<file path="src/rtl/nibble_serial_addsub_if.sv">
// Operand/result bundle for the nibble-serial add/subtract unit.
// master drives the request side; slave is the arithmetic block.
interface nibble_serial_addsub_if;
   logic        start;
   logic        subt;
   logic [15:0] a;
   logic [15:0] b;
   logic        busy;
   logic        done;
   logic [15:0] result;
   logic        cout;
   logic        overflow;

   modport master (
      output start, subt, a, b,
      input  busy, done, result, cout, overflow
   );

   modport slave (
      input  start, subt, a, b,
      output busy, done, result, cout, overflow
   );
endinterface

</file>
<file path="src/rtl/nibble_serial_addsub.sv">
// 16-bit add/subtract through one 4-bit adder, LS nibble first; done 4 edges after accept, then IDLE.
// No backpressure: start is only sampled in IDLE, and requests arriving in RUN/DONE are dropped.
module nibble_serial_addsub (
   input  logic                   clk,
   input  logic                   rst,
   nibble_serial_addsub_if.slave  io
);

   typedef enum logic [1:0] {IDLE, RUN, DONE} state_t;

   state_t      state_q, state_d;
   logic        accept;
   logic [15:0] a_q, b_q;
   logic        subt_q;
   logic        carry_q;
   logic [1:0]  idx_q;
   logic [15:0] result_q;
   logic        cout_q, overflow_q;

   logic [3:0]  a_nib, b_nib;
   logic [4:0]  nib_sum;
   logic        carry_into_msb;

   always_ff @(posedge clk or posedge rst) begin
      if (rst) state_q <= IDLE;
      else     state_q <= state_d;
   end

   always_comb begin
      state_d = state_q;
      accept  = 1'b0;
      case (state_q)
         IDLE: if (io.start) begin
            state_d = RUN;
            accept  = 1'b1;
         end
         RUN:  if (idx_q == 2'd3) state_d = DONE;
         DONE: state_d = IDLE;
         default: state_d = IDLE;
      endcase
   end

   // Subtraction is a + ~b + 1; the +1 rides in on carry_q loaded at accept.
   assign a_nib          = a_q[{idx_q, 2'b00} +: 4];
   assign b_nib          = b_q[{idx_q, 2'b00} +: 4] ^ {4{subt_q}};
   assign nib_sum        = {1'b0, a_nib} + {1'b0, b_nib} + {4'b0000, carry_q};
   assign carry_into_msb = a_nib[3] ^ b_nib[3] ^ nib_sum[3];

   always_ff @(posedge clk or posedge rst) begin
      if (rst) begin
         a_q        <= '0;
         b_q        <= '0;
         subt_q     <= 1'b0;
         carry_q    <= 1'b0;
         idx_q      <= 2'd0;
         result_q   <= '0;
         cout_q     <= 1'b0;
         overflow_q <= 1'b0;
      end else if (accept) begin
         a_q        <= io.a;
         b_q        <= io.b;
         subt_q     <= io.subt;
         carry_q    <= io.subt;
         idx_q      <= 2'd0;
         result_q   <= '0;
         cout_q     <= 1'b0;
         overflow_q <= 1'b0;
      end else if (state_q == RUN) begin
         result_q[{idx_q, 2'b00} +: 4] <= nib_sum[3:0];
         carry_q <= nib_sum[4];
         // Index parks at 3 on the last nibble; the DONE transition does the wrap.
         if (idx_q == 2'd3) begin
            cout_q     <= nib_sum[4];
            overflow_q <= carry_into_msb ^ nib_sum[4];
         end else begin
            idx_q <= idx_q + 2'd1;
         end
      end else if (state_q == DONE) begin
         idx_q <= 2'd0;
      end
   end

   assign io.busy     = (state_q == RUN);
   assign io.done     = (state_q == DONE);
   assign io.result   = result_q;
   assign io.cout     = cout_q;
   assign io.overflow = overflow_q;

endmodule

</file>
<file path="src/flat_wrapper.sv">
// flat-port wrapper written by rule: the top's interface ports become plain ports
module nibble_serial_addsub_flat 
  (clk, rst, io_start, io_subt, io_a, io_b, io_busy, io_done, io_result, io_cout, io_overflow);
  nibble_serial_addsub_if io_i ();
  input  logic clk;
  input  logic rst;
  input wire logic [$bits(io_i.start)-1:0] io_start;
  input wire logic [$bits(io_i.subt)-1:0] io_subt;
  input wire logic [$bits(io_i.a)-1:0] io_a;
  input wire logic [$bits(io_i.b)-1:0] io_b;
  output wire logic [$bits(io_i.busy)-1:0] io_busy;
  output wire logic [$bits(io_i.done)-1:0] io_done;
  output wire logic [$bits(io_i.result)-1:0] io_result;
  output wire logic [$bits(io_i.cout)-1:0] io_cout;
  output wire logic [$bits(io_i.overflow)-1:0] io_overflow;
  assign io_i.start = io_start;
  assign io_i.subt = io_subt;
  assign io_i.a = io_a;
  assign io_i.b = io_b;
  assign io_busy = io_i.busy;
  assign io_done = io_i.done;
  assign io_result = io_i.result;
  assign io_cout = io_i.cout;
  assign io_overflow = io_i.overflow;
  nibble_serial_addsub u_core (.clk(clk), .rst(rst), .io(io_i));
endmodule
</file>
<file path="config.mk">
export PLATFORM = sky130hd
export DESIGN_NAME = nibble_serial_addsub_flat
export DESIGN_NICKNAME = d
export VERILOG_FILES = /design/src/rtl/nibble_serial_addsub_if.sv /design/src/rtl/nibble_serial_addsub.sv /design/src/flat_wrapper.sv
export SDC_FILE = /design/constraint.sdc
export NUM_CORES = 1
export LEC_CHECK = 0
export ABC_AREA = 0
export ABC_CLOCK_PERIOD_IN_PS = 4450
export CORE_MARGIN = 2
export CORE_UTILIZATION = 50
export DETAILED_ROUTE_END_ITERATION = 10
export MAX_ROUTING_LAYER = met4
export PLACE_DENSITY_LB_ADDON = 0.15
export SYNTH_ARGS = -nofsm -noshare
export SYNTH_HDL_FRONTEND = slang
export SYNTH_SLANG_ARGS = --single-unit
</file>
<file path="constraint.sdc">
create_clock -name clk -period 4.45 [get_ports clk]
set_input_delay 0.89 -clock clk [delete_from_list [all_inputs] [get_ports clk]]
set_output_delay 0.89 -clock clk [all_outputs]
set_load 0.01 [all_outputs]
</file>
Yosys cells after proc, flatten, opt, wreduce, memory -nomap -nowiden:

Index checks and enable logic that the tools add are counted.

* mux-type cells: 20
* add/sub/neg operators: 4
* reduce and logical (&&, ||, !) cells: 7
* shift-type cells: 4
* bitwise logic cells: 4
* equality and inequality tests: 6
* div/mod/pow operators: 0
* order comparisons: 0
* $mul: 0

Operator list (count)
* $mux 16: 2
* $shiftx 16x5->4: 2
* $bwmux 16: 1
* $shift 4x6->16 const A: 1
* $shiftx 4x6->16: 1
* $mux 2: 6
* $mux 1: 10
* $neg 4->6: 1
* $reduce_and 2->1: 3
* $add 4x4->5: 1
* $add 5x1->5: 1
* $eq 2x2->1 const B: 2
* $pmux 2 s2: 1
* $reduce_bool 2->1: 2
* $xor 4x4->4: 1
* $ne 3x2->1 const B: 1
* $reduce_bool 3->1: 1
* $xor 1x1->1: 3
* $add 2x1->2 const B: 1
* $eq 2x1->1 const B: 1
* $logic_not 2->1: 1
* $ne 2x1->1 const B: 1
* $ne 2x2->1 const B: 1

* bits in latches: 0
* memories: 0
* flip-flop bits (word level): 56
* RAM bits: 0
* ROM bits: 0
* input port bits: 36
* logic and storage cells: 54
* output and inout bits: 20

Logic depth before layout (Yosys ltp):

* depth in word-level cells: 9
* depth in mapped cells: 11

Worst setup path after synthesis:

OpenSTA, ideal clock, no wires.

* path type: register -> register
* start: register u_core.idx_q[0]
* end: register u_core.overflow_q, in the netlist u_core.io.overflow
* library setup time: 99 ps
* buffers on the path: 1
* cell stages (with the launch flop): 11
* arrival time: 2622 ps
* clock period less this slack: 2722 ps
* path slack: 1728 ps
* cells stage by stage: dfrtp_1 -> buf_4 -> mux4_2 -> xnor2_1 -> fa_1 -> inv_1 -> fa_1 -> a21o_1 -> a21oi_1 -> xor2_1 -> a311oi_1

* longest elaborated chain between the ends: 9
* elaborated cells between the ends (all ways): 14
* those cells by class: add/sub (2); eq/ne (1); shift (2); mux (3); bitwise (4); reduce/logical (2)

RTL lines
* start, declared: line nibble_serial_addsub.sv:16 `logic [1:0] idx_q;`
* start signal, assigned: line nibble_serial_addsub.sv:76 `idx_q <= idx_q + 2'd1;`
* $shiftx 16x5->4: line nibble_serial_addsub.sv:45 `assign b_nib = b_q[{idx_q, 2'b00} +: 4] ^ {4{subt_q}};`
* $xor 4x4->4: line nibble_serial_addsub.sv:45
* $add 4x4->5: line nibble_serial_addsub.sv:46 `assign nib_sum = {1'b0, a_nib} + {1'b0, b_nib} + {4'b0000, carry_q};`
* $add 5x1->5: line nibble_serial_addsub.sv:46
* $xor 1x1->1: line nibble_serial_addsub.sv:47 `assign carry_into_msb = a_nib[3] ^ b_nib[3] ^ nib_sum[3];`
* $xor 1x1->1: line nibble_serial_addsub.sv:74 `overflow_q <= carry_into_msb ^ nib_sum[4];`
* $mux 1: line nibble_serial_addsub.sv:72 `if (idx_q == 2'd3) begin`
* $mux 1: line nibble_serial_addsub.sv:68 `end else if (state_q == RUN) begin`
* $mux 1: line nibble_serial_addsub.sv:59 `end else if (accept) begin`
* end signal, assigned: line nibble_serial_addsub.sv:74
* end, declared: line nibble_serial_addsub.sv:18 `logic cout_q, overflow_q;`

Several ways; a longest one is shown, not always the timed one. The select of a mux whose other input is x is not followed.
A chain may end at the register's enable or synchronous reset.

Worst setup path after layout:

Ends and elaborated chain as after synthesis.

==> results_dict.tcl <==
set metrics [dict create \
    ant_nets 0 \
    cts_max_level 2 \
    design.die.area_sq_mm 0.00608 \
    layout.nets 370 \
    gr-usage-all-layers 0.189 \
    port-buffer-count 55 \
    final_cell_count_no_fill 389 \
    netlist_area_sq_mm 0.00273 \
    dr.pass1.iters 4 \
    initialDrtViolationCount 94 \
    rows 26 \
    num_antenna_cells 0 \
    remaining_drc_errors 0 \
    avgSynthCellArea_sq_um 10.1 \
    ys_types 33 \
    hold_path.class "reg -> reg" \
    vias 1969 \
    crit_required_ns 4.66 \
    ys_ff_latch 56 \
    clk_pin_slew_ns 0.09 \
    fin_tns_setup_ns 0 \
    clockRootBuffer "clkbuf_8" \
    rsz0062_at_grt "no" \
    dp_cells 384 \
    finalHoldViolCount 0 \
    min_period_ns 2.94 \
    ys_seq_area_frac 0.513 \
    crit_top_cell "fa_1" \
    power_mw 2.18 \
    grt_max_degree 57 \
    grt_pass1_vias 1984 \
    cp.buffers_inverters 1 \
    async_reset_ff_frac 1.00 \
    p_leak_nw 1.62 \
    grt_overflow_total 0 \
    slew_headroom 0.256 \
    fmax_mhz 340 \
    numCtsBuffers 5 \
    cp.arrival_ns 3.15 \
    ctsLongestPathBuffers 2 \
    fin_util 0.647 \
    cp_max_fo 7 \
    area_growth_pct 23.2 \
    crit_path_end_kind "flop" \
    ys_warn_count 0 \
    postCtsResizedCells 0 \
    outcome "finished, final reports clean" \
    max_stage_delay_ns 0.57 \
    holdPathStages 2 \
    hpwl_um 3720 \
    place.gp.congestion 0.805 \
    crit_cells 9 \
    die_w_um 77.9 \
    r2r_cells 9 \
    synth_edf_count 0 \
    timing.final.crit_share 0.661 \
    final-max-slew-violation-count 0 \
    synth_ff_type "dfrtp_1" \
    cp_cell_sequence "mux4_2 > xnor2_1 > fa_1 > inv_1 > fa_1 > a21o_1 > a21oi_1 > xor2_1 > a311oi_1" \
    cts_setup_buffers 0 \
    io-pin-count 56 \
    clock_sinks 56 \
    cap_violations 0 \
    tightest_slew_ns 1.11 \
    drive_above_1_share 0.0627 \
    cts-hold-fix-buffers 0 \
    core-area_sq_mm 0.00520 \
    syn_nets 320 \
    start_kind "flop" \
    finClkSkew_ns 0.00799 \
    start_util 0.525 \
    insertion_delay_ns 0.30 \
    viasPerCell 5.06 \
    wl_per_cell_um 13.1 \
    grt_pass1_wl_um 8770 \
    worstSetupPathType "reg -> reg" \
    antenna_found_initial 0 \
    setup_viol 0 \
    synthCells 271 \
    drt_wl_total_um 5090 \
    slowest_stage "dfrtp_1" \
    pwr_density_cell_mw_per_mm2 647 \
    cts_tree "done" \
    die_height_um 77.9 \
    critPathTopFamily "compound AO/OA/AOI/OAI gates" \
    ir_drop_uv 395 \
]
## layout make-up
type / instances / area, sq um
Sequential cell: 56 / 1400
Inverter: 9 / 33.8
Multi-Input combinational cell: 192 / 1210
Timing Repair Buffer: 57 / 566
Tap cell: 70 / 87.6
Fill cell: 469 / 1840
Clock buffer: 5 / 68.8
## layer usage
metal / track usage / vias to the layer above / part of all wire
li1: - / 987 / -
met1: 0.232 / 935 / 0.45
met2: 0.320 / 40 / 0.50
met3: 0.0384 / 7 / 0.037
met4: 0.0526 / 0 / 0.011
met5: - / - / 0
## per-stage QoR
stage | cell area (sq um) | worst slack, ns | hold slack, ns
2_1_floorplan | 2730 | 1.73 | 0.440
3_3_place_gp | 3300 | 1.56 | 0.455
3_5_place_dp | 3300 | 1.47 | 0.457
4_1_cts | 3370 | 1.45 | 0.478
5_1_grt | 3370 | 1.29 | 0.494
6_report | 3370 | 1.51 | 0.475
## logic make-up (layout without fill, tap and decap cells)
group | count (synthesis) | after routing | synth area share
and+or+nand+nor | 131 | 131 | 0.206
muxes | 8 | 8 | 0.0659
DFF | 56 | 56 | 0.513
buffers and inverters | 23 | 71 | 0.0439
AOI/OAI and AO/OA | 32 | 32 | 0.0810
xor gates and xnor gates | 8 | 8 | 0.0256
adders and majority gates | 13 | 13 | 0.0650
## tightest hold or removal path: cells and delay by family (launching register included)
family / cells / cell delay [ns]
flops: 1 / 0.35
simple gates: 2 / 0.10
## cells in the final DEF (no fill, tap or decap)
cell type / Yosys / layout
a21oi_1: 9 / 9
inv_1: 9 / 8
a311oi_1: 2 / 2
o21ai_0: 7 / 7
nor2b_1: 4 / 4
a22o_1: 9 / 9
clkdlybuf4s50_1: 0 / 55
nor3_4: 1 / 1
xnor2_1: 2 / 2
nor3_2: 1 / 1
o22a_1: 1 / 1
nor2_1: 3 / 3
nand3b_1: 1 / 1
dfrtp_1: 56 / 56
nand2_1: 113 / 113
nand4b_1: 1 / 1
nor4_4: 1 / 1
mux4_2: 8 / 8
ha_1: 11 / 11
and3_1: 2 / 2
a32o_1: 2 / 2
and2_1: 1 / 1
clkbuf_8: 0 / 5
nand4_1: 1 / 1
inv_2: 0 / 1
buf_4: 4 / 2
xor2_1: 6 / 6
and2_4: 1 / 1
nand3_1: 1 / 1
a21o_1: 1 / 1
fa_1: 2 / 2
a32oi_1: 1 / 1
## path summary, 6_finish.rpt
path | slack (ns) | end | startpoint
setup reg to reg | 1.51 | u_core.io.overflow$_DFFE_PP0P_ | u_core.idx_q[0]$_DFFE_PP0P_
min in group asynchronous | 1.18 | u_core.state_q[0]$_DFFE_PP0P_ | rst
hold / removal | 0.48 | u_core.a_q[14]$_DFFE_PP0P_ | u_core.a_q[14]$_DFFE_PP0P_
max in group asynchronous | 2.58 | u_core.a_q[2]$_DFFE_PP0P_ | rst
setup / recovery | 1.51 | u_core.io.overflow$_DFFE_PP0P_ | u_core.idx_q[0]$_DFFE_PP0P_
hold reg to reg | 0.48 | u_core.a_q[14]$_DFFE_PP0P_ | u_core.a_q[14]$_DFFE_PP0P_
## sequential cells by signal (all words and copies together), names as in the netlist
name	count
u_core.state_q	2
u_core.a_q	16
u_core.carry_q	1
u_core.io.result	16
u_core.b_q	16
u_core.subt_q	1
u_core.idx_q	2
u_core.io.overflow	1
u_core.io.cout	1
## cells in the mapped netlist (4+ instances only)
master	count	share of area
a21oi_1	9	0.016
a22o_1	9	0.029
buf_4	4	0.011
clkbuf_1	4	0.0055
dfrtp_1	56	0.51
ha_1	11	0.050
inv_1	9	0.012
mux4_2	8	0.066
nand2_1	113	0.16
nor2b_1	4	0.0092
o21ai_0	7	0.013
xor2_1	6	0.019
## power breakdown
| part | total [mW] | switching, mW | internal, mW |
|---|---|---|---|
| sequential | 0.796 | 0.114 | 0.681 |
| combinational | 1.14 | 0.649 | 0.487 |
| clock | 0.249 | 0.147 | 0.102 |
| total | 2.18 | 0.911 | 1.27 |
(Power assumes the default switching activity.)
